### src/rtl/bin_frame_source.sv
// bin_frame_source: reads N consecutive bins from a synchronous-read bin RAM
// on each frame request and emits them as one framed stream
// (data/sob/eob/valid). The FSM stays busy until the frame's eob has gone
// out, so consecutive frames are always separated by idle cycles.
module bin_frame_source #(
  parameter int DW           = 16,
  parameter int IMAG_PART_EN = 0,
  parameter int IODW         = IMAG_PART_EN ? DW*2 : DW,
  parameter int N            = 256,
  parameter int AW           = (N > 1) ? $clog2(N) : 1,
  parameter int RD_LATENCY   = 2
) (
  input  logic            clk_i,
  input  logic            rst_n_i,
  input  logic            start_i,
  output logic            busy_o,
  output logic            overrun_o,
  output logic            rd_en_o,
  output logic [AW-1:0]   rd_addr_o,
  input  logic [IODW-1:0] rd_data_i,
  output logic [IODW-1:0] data_o,
  output logic            sob_o,
  output logic            eob_o,
  output logic            valid_o
);

  typedef enum logic [1:0] {IDLE, READ, DRAIN} state_t;

  localparam logic [AW-1:0] LAST = AW'(N-1);

  state_t                state_q, state_d;
  logic                  busy_q, busy_d;
  logic                  overrun_q, overrun_d;
  logic                  rd_en_q, rd_en_d;
  logic [AW-1:0]         rd_addr_q, rd_addr_d;
  logic                  valid_q, valid_d;
  logic                  sob_q, sob_d;
  logic                  eob_q, eob_d;
  logic [IODW-1:0]       data_q, data_d;

  // flag delay lines; index 0 is the read being issued this cycle
  logic [RD_LATENCY-1:0] vld_sr_q, vld_sr_d;
  logic [RD_LATENCY-1:0] sob_sr_q, sob_sr_d;
  logic [RD_LATENCY-1:0] eob_sr_q, eob_sr_d;
  logic [RD_LATENCY:0]   vld_pipe, sob_pipe, eob_pipe;

  assign vld_pipe = {vld_sr_q, rd_en_q};
  assign sob_pipe = {sob_sr_q, rd_en_q && (rd_addr_q == '0)};
  assign eob_pipe = {eob_sr_q, rd_en_q && (rd_addr_q == LAST)};

  // frame sequencing: address generation and busy/overrun decode
  always_comb begin
    state_d   = state_q;
    rd_en_d   = 1'b0;
    rd_addr_d = rd_addr_q;
    overrun_d = start_i && (state_q != IDLE);
    case (state_q)
      IDLE: begin
        if (start_i) begin
          state_d   = READ;
          rd_en_d   = 1'b1;
          rd_addr_d = '0;
        end
      end
      READ: begin
        if (rd_addr_q == LAST) begin
          state_d   = DRAIN;
          rd_addr_d = '0;
        end else begin
          rd_en_d   = 1'b1;
          rd_addr_d = rd_addr_q + AW'(1);
        end
      end
      DRAIN: begin
        // eob is on the output this cycle, so the frame is complete
        if (eob_q) state_d = IDLE;
      end
      default: state_d = IDLE;
    endcase
    busy_d = (state_d != IDLE);
  end

  // align read flags with returning memory data and register the stream
  always_comb begin
    vld_sr_d = vld_pipe[RD_LATENCY-1:0];
    sob_sr_d = sob_pipe[RD_LATENCY-1:0];
    eob_sr_d = eob_pipe[RD_LATENCY-1:0];
    valid_d  = vld_pipe[RD_LATENCY];
    sob_d    = sob_pipe[RD_LATENCY];
    eob_d    = eob_pipe[RD_LATENCY];
    // data outside a frame is forced to zero so neighbours see padding
    data_d   = valid_d ? rd_data_i : '0;
  end

  // state and output registers; reset also flushes in-flight reads
  always_ff @(posedge clk_i) begin
    if (!rst_n_i) begin
      state_q   <= IDLE;
      busy_q    <= 1'b0;
      overrun_q <= 1'b0;
      rd_en_q   <= 1'b0;
      rd_addr_q <= '0;
      vld_sr_q  <= '0;
      sob_sr_q  <= '0;
      eob_sr_q  <= '0;
      valid_q   <= 1'b0;
      sob_q     <= 1'b0;
      eob_q     <= 1'b0;
      data_q    <= '0;
    end else begin
      state_q   <= state_d;
      busy_q    <= busy_d;
      overrun_q <= overrun_d;
      rd_en_q   <= rd_en_d;
      rd_addr_q <= rd_addr_d;
      vld_sr_q  <= vld_sr_d;
      sob_sr_q  <= sob_sr_d;
      eob_sr_q  <= eob_sr_d;
      valid_q   <= valid_d;
      sob_q     <= sob_d;
      eob_q     <= eob_d;
      data_q    <= data_d;
    end
  end

  assign busy_o    = busy_q;
  assign overrun_o = overrun_q;
  assign rd_en_o   = rd_en_q;
  assign rd_addr_o = rd_addr_q;
  assign valid_o   = valid_q;
  assign sob_o     = sob_q;
  assign eob_o     = eob_q;
  assign data_o    = data_q;

endmodule

### config.mk
export PLATFORM = sky130hd
export DESIGN_NAME = bin_frame_source
export DESIGN_NICKNAME = d
export VERILOG_FILES = /design/src/rtl/bin_frame_source.sv
export SDC_FILE = /design/constraint.sdc
export NUM_CORES = 1
export LEC_CHECK = 0
export ABC_AREA = 0
export CAP_MARGIN = 20
export CORE_MARGIN = 2
export CORE_UTILIZATION = 46
export DETAILED_ROUTE_END_ITERATION = 8
export PLACE_DENSITY_LB_ADDON = 0.2
export SLEW_MARGIN = 15
export SYNTH_ARGS = -nofsm -noshare
export SYNTH_HDL_FRONTEND = slang
export SYNTH_SLANG_ARGS = --single-unit
export TNS_END_PERCENT = 20
### constraint.sdc
create_clock -name clk_i -period 2.6 [get_ports clk_i]
set_input_delay 0.78 -clock clk_i [delete_from_list [all_inputs] [get_ports clk_i]]
set_output_delay 0.78 -clock clk_i [all_outputs]
set_load 0.05 [all_outputs]
; Word level (Yosys, flattened, before mapping)
; Index checks and enable logic that the tools add are counted.
[totals]
regBits = 38
inputBits = 19
out_inout_bits = 30
wordCells = 37
[op_classes]
add_sub_neg = 1
eq_ne = 4
muxes = 10
n_reduce_logical = 10
[ops]
columns = op, n
row1 = $mux W8, 2
row2 = $pmux W8 S2, 1
row3 = $add A8 B1 Y8 const B, 1
row4 = $eq A8 B8 Y1 const B, 1
row5 = $logic_not A8 Y1, 1
row6 = $mux W2, 3
row7 = $pmux W2 S3, 1
row8 = $reduce_bool A2 Y1, 3
row9 = $reduce_and A2 Y1, 2
row10 = $logic_and A1 B1 Y1, 3
row11 = $eq A2 B1 Y1 const B, 1
row12 = $eq A2 B2 Y1 const B, 1
row13 = $logic_not A2 Y1, 1
row14 = $mux W1, 2
row15 = $ne A2 B2 Y1 const B, 1
row16 = $pmux W1 S2, 1

; Logic depth before layout (Yosys ltp)
; Gate-level depths: netlist (run 1).
[logic_depth]
word_depth = 4
depth_mapped = 5
ltp_nobuf = 5

; Least setup slack after synthesis (run 1)
; No wires, ideal clock.
[synth_path]
kind = register -> register
startpoint = reg rd_addr_q[1], in the netlist rd_addr_o[1]
endpoint = reg rd_addr_q[1], in the netlist rd_addr_o[1]
setup_time_ns = 0.115
arrival_ns = 1.594
required_ns = 2.485
path_slack_ns = 0.891
stages_incl_launch_ff = 6
n_path_buf = 0
period_less_slack_ns = 1.709
cell_sequence = dfxtp_1 > ha_1 > and3_1 > a21oi_4 > a22o_1 > and2_1
[synth_between]
elab_chain_cells = 3
word_cells_on_any_way = 4
cone_classes = 1 x add/sub / 1 x eq/ne / 2 x mux
[synth_rtl]
columns = item, line_no
row1 = from (decl), 35  ; logic [AW-1:0] rd_addr_q, rd_addr_d;
row2 = from (signal assigned), 115  ; rd_addr_q <= rd_addr_d;
row3 = $add A8 B1 Y8 / $eq A8 B8 Y1 (equally long branches), "71, 66"
row4 = $mux W8 *, 66  ; if (rd_addr_q == LAST) begin
row5 = $pmux W8 S2 *, 57  ; case (state_q)
; Mark *: on every way between the ends. The rest lies on a longest branch, timed or not.
; A chain may end at the register's enable or synchronous reset.

; Final worst setup path (run 1)
[layout_path]
startpoint = reg rd_addr_q[2], in the netlist rd_addr_o[2]
endpoint = out rd_addr_o[2]
[layout_lines]
columns = item, line_no
row1 = to (decl), 19  ; output logic [AW-1:0] rd_addr_o,
; No word-level cell between the ends.

==> results of run 1 <==
==> power groups by stage <==
stage          Sequential (mW)  Clock, mW  Combinational (mW)
3_3_place_gp             0.615          0               0.110
4_1_cts                  0.603      0.302               0.112
2_1_floorplan            0.643          0              0.0305
3_5_place_dp             0.616          0               0.111
5_1_grt                  0.605      0.326               0.117
6_report                 0.602      0.292               0.111
==> cell type report <==
cell class	count	area [um^2]	share of cell area
Tap cell	31	38.79	0.02072
Inverter	2	7.507	0.004011
Sequential cell	38	760.7	0.4064
Multi-Input combinational cell	73	518.0	0.2767
Clock buffer	6	51.30	0.02741
Timing Repair Buffer	50	495.5	0.2647
==> cell usage after synthesis <==
master,count,area [um^2]
dfxtp_1,38,760.7
and3_1,18,112.6
and2_1,9,56.30
nor2_1,6,22.52
nand2_1,5,18.77
clkbuf_1,4,15.01
nand3_1,3,15.01
xnor2_1,3,26.28
a31oi_1,2,12.51
ha_1,2,25.02
inv_1,2,7.510
nor2b_1,2,12.51
nor3b_1,2,15.01
o21a_1,2,15.01
xor2_1,2,17.52
a21boi_0,1,7.510
a21oi_4,1,16.27
a22o_1,1,8.760
and4_1,1,8.760
buf_4,1,7.510
mux2i_1,1,10.01
nand2b_1,1,6.260
nand4_1,1,6.260
nor2_2,1,6.260
nor3_2,1,10.01
nor4_1,1,6.260
nor4_4,1,21.27
nor4b_1,1,8.760
o211a_1,1,10.01
o21ai_0,1,5.000
o21ai_2,1,8.760
o21ba_2,1,10.01
o21bai_4,1,18.77
==> layout by cell type, fill, tap and decap left out <==
master           count
a21boi_0             1
a21oi_4              1
a22o_1               1
a31oi_1              2
and2_1               9
and3_1              18
and4_1               1
buf_4                2
clkbuf_4             5
clkbuf_8             1
clkdlybuf4s50_1     48
dfxtp_1             38
ha_1                 2
inv_1                2
mux2i_1              1
nand2_1              5
nand2b_1             1
nand3_1              3
nand4_1              1
nor2_1               6
nor2_2               1
nor2b_1              2
nor3_2               1
nor3b_1              2
nor4_1               1
nor4_4               1
nor4b_1              1
o211a_1              1
o21a_1               2
o21ai_0              1
o21ai_2              1
o21ba_2              1
o21bai_4             1
xnor2_1              3
xor2_1               2
==> cell families after synthesis <==
kind of cell               Yosys count
AOI/OAI and AO/OA                   12
xor gates and xnor gates             5
adders and majority gates            2
buffers and inverters                7
DFF                                 38
muxes                                1
and+or+nand+nor                     53
==> flip-flops by register name (all words and copies together) (netlist names) <==
name	count
vld_sr_q	2
valid_o	1
sob_o	1
rd_addr_o	8
state_q	2
overrun_o	1
rd_en_o	1
busy_o	1
eob_sr_q	2
sob_sr_q	2
eob_o	1
data_o	16
==> metal layers <==
metal  vias up  global-route usage  part of all wire
met5         -                   0                 0
met4         0              0.1063             0.036
met3        12             0.05896             0.070
met2        38              0.2760              0.47
met1       476              0.2115              0.42
li1        507                   -                 -
==> through the flow <==
step	setup WS (ns)	utilization	instance area, um^2	instances
2_1_floorplan	0.8909	-	1309	118
5_1_grt	0.07104	0.6847	1872	200
6_report	0.1380	0.6847	1872	200
4_1_cts	0.1350	0.6847	1872	200
3_3_place_gp	0.5328	0.6659	1821	194
3_5_place_dp	0.5249	0.6659	1821	194
==> path summary, 6_finish.rpt <==
kind | cells past startpoint | slack [ns] | to
max | 1 | 0.14 | rd_addr_o[2]
min reg2reg | 1 | 0.44 | vld_sr_q[1]
max reg2reg | 5 | 1.12 | rd_addr_o[1]
min | 1 | 0.44 | vld_sr_q[1]
==> metrics.md, run 1 <==
| Metric | Value |
|---|---|
| Root buf cell | clkbuf_4 |
| Post-Synth XOR/XNOR Area | 0.03346 |
| Setup Viol. Count Final | 0 |
| Nets | 191 |
| Ant diodes | 0 |
| Wire per inst | 13.04 um |
| Final Skew | 0.009865 ns |
| Synth Net Count | 139 |
| Clk sinks | 38 |
| Main combinational cell family by area after synthesis | simple AND/OR/NAND/NOR gates |
| Post-synthesis simple-gate area fraction | 0.2495 |
| Resize count post-CTS | 0 |
| MaxCap Viol Count | 0 |
| Max Root-Sink Buffers | 2 |
| Tmin final | 2.462 ns |
| P per Cell Area | 536.9 nW/um^2 |
| Post-route setup TNS | 0 ns |
| Critical path arrival | 1.68 ns |
| Buf/Inv on CP | 1 |
| Critical Path Fanout Max | 9 |
| Max-slew violations | 0 |
| Critical-path cell list | clkdlybuf4s50_1 |
| Slew @ Worst Pin | 0.5113 ns |
| HP Class | flip-flop to flip-flop |
| Clock transition at path regs | 0.10 ns |
| Tcrit/Tclk final | 0.9469 |
| Setup Buffers After CTS | 0 |
| Worst hold slack | 0.4417 ns |
| Hpwl dp | 1972 um |
| Via-per-instance ratio | 5.165 |
| Total CTS buffers | 5 |
| Rows | 19 |
| Reg2reg start | rd_addr_o[1] |
| Post-route ant nets | 0 |
| Total wire length | 2607 um |
| Run status | finished, final reports clean |
| Max Fclk | 406.2 MHz |
| IO Count | 49 |
| Final Hold Viols | 0 |
| Register area share after synthesis | 0.5813 |
| Worst Setup End Kind | primary output |
| CP max stage cell | clkdlybuf4s50_1 |
| Wire length of the first global-routing pass | 4381 um |
| Mux share of post-synthesis cell area | 0.007648 |
| CP delay by family, top | buffers and inverters |
| DRC Markers | 0 |
| Switch Pwr | 0.2369 mW |
| Worst-Skew Late Latency | 0.33 ns |
| Critical Path Source | rd_addr_o[2] |
| Initial DRC Count | 19 |
| Largest net degree at the start of global routing | 18 |
| Pint | 0.7681 mW |
| Synthesized area per cell | 11.09 um^2 |
| Core Box Area | 2734 um^2 |
| Drt first pass iters | 4 |
| CTS Hold Bufs | 0 |
| Die W | 57.34 um |
| Count of state elements after synthesis | 38 |
| # H-tree levels | 2 |
| Yosys warns | 0 |
| Sequential Power Share | 0.599 |
| Initial antenna violation count | 0 |
| Vias in the first global route | 1015 |
| Crit path launch type | flip-flop |
| RSZ-0062 raised after global routing | false |
| Worst VDD drop | 0.0004364 V |
| Filler cells | 214 |
| Switching share of power | 0.2357 |
| Combinational Power Share | 0.110 |
| Fraction of layout cells with a size suffix above 1 | 0.08876 |
| Static Leak | 0.7752 nW |
| Total power | 1.005 mW |
| Slowest cell delay on critical path | 0.86 ns |
| Hold Crit Start | vld_sr_q[0] |
| Total gr overflow | 0 |
| Slew margin rel. | 0.6580 |
| Post-Synth Adder-Cell Area | 0.01912 |
| Cell area after synthesis | 1309 um^2 |
| Area Growth Syn to Fin | 43.02% |
| Yosys cell types | 33 |
| GRT Total Usage | 0.1772 |
| DR vias | 1033 |
| CTS tree | yes |
| Clk pwr share | 0.290 |
| Crit Path Class | flip-flop to primary output |
| Port buffer count | 48 |
| Post-synthesis cell count | 118 |
| Required @ worst endpoint | 1.82 ns |
| Final GP Congestion | 0.8562 |
| Die height | 57.34 um |
| Compound-Gate Fraction of Synth Area | 0.08604 |
| Initial Utilization | 0.4787 |
| Die area | 3288 um^2 |
No activity file was read; power rests on OpenSTA's default activity.
==> inputs of run 2 (changes only) <==
--- a/config.mk
+++ b/config.mk
@@ -9,7 +9,9 @@
 export CAP_MARGIN = 20
 export CORE_MARGIN = 2
 export CORE_UTILIZATION = 46
+export CTS_CLUSTER_SIZE = 28
 export DETAILED_ROUTE_END_ITERATION = 8
+export HOLD_SLACK_MARGIN = 0.05
 export PLACE_DENSITY_LB_ADDON = 0.2
 export SLEW_MARGIN = 15
 export SYNTH_ARGS = -nofsm -noshare
==> results of run 2 <==
Same layout as run 1: the final DEF is identical, and so are final timing and power.
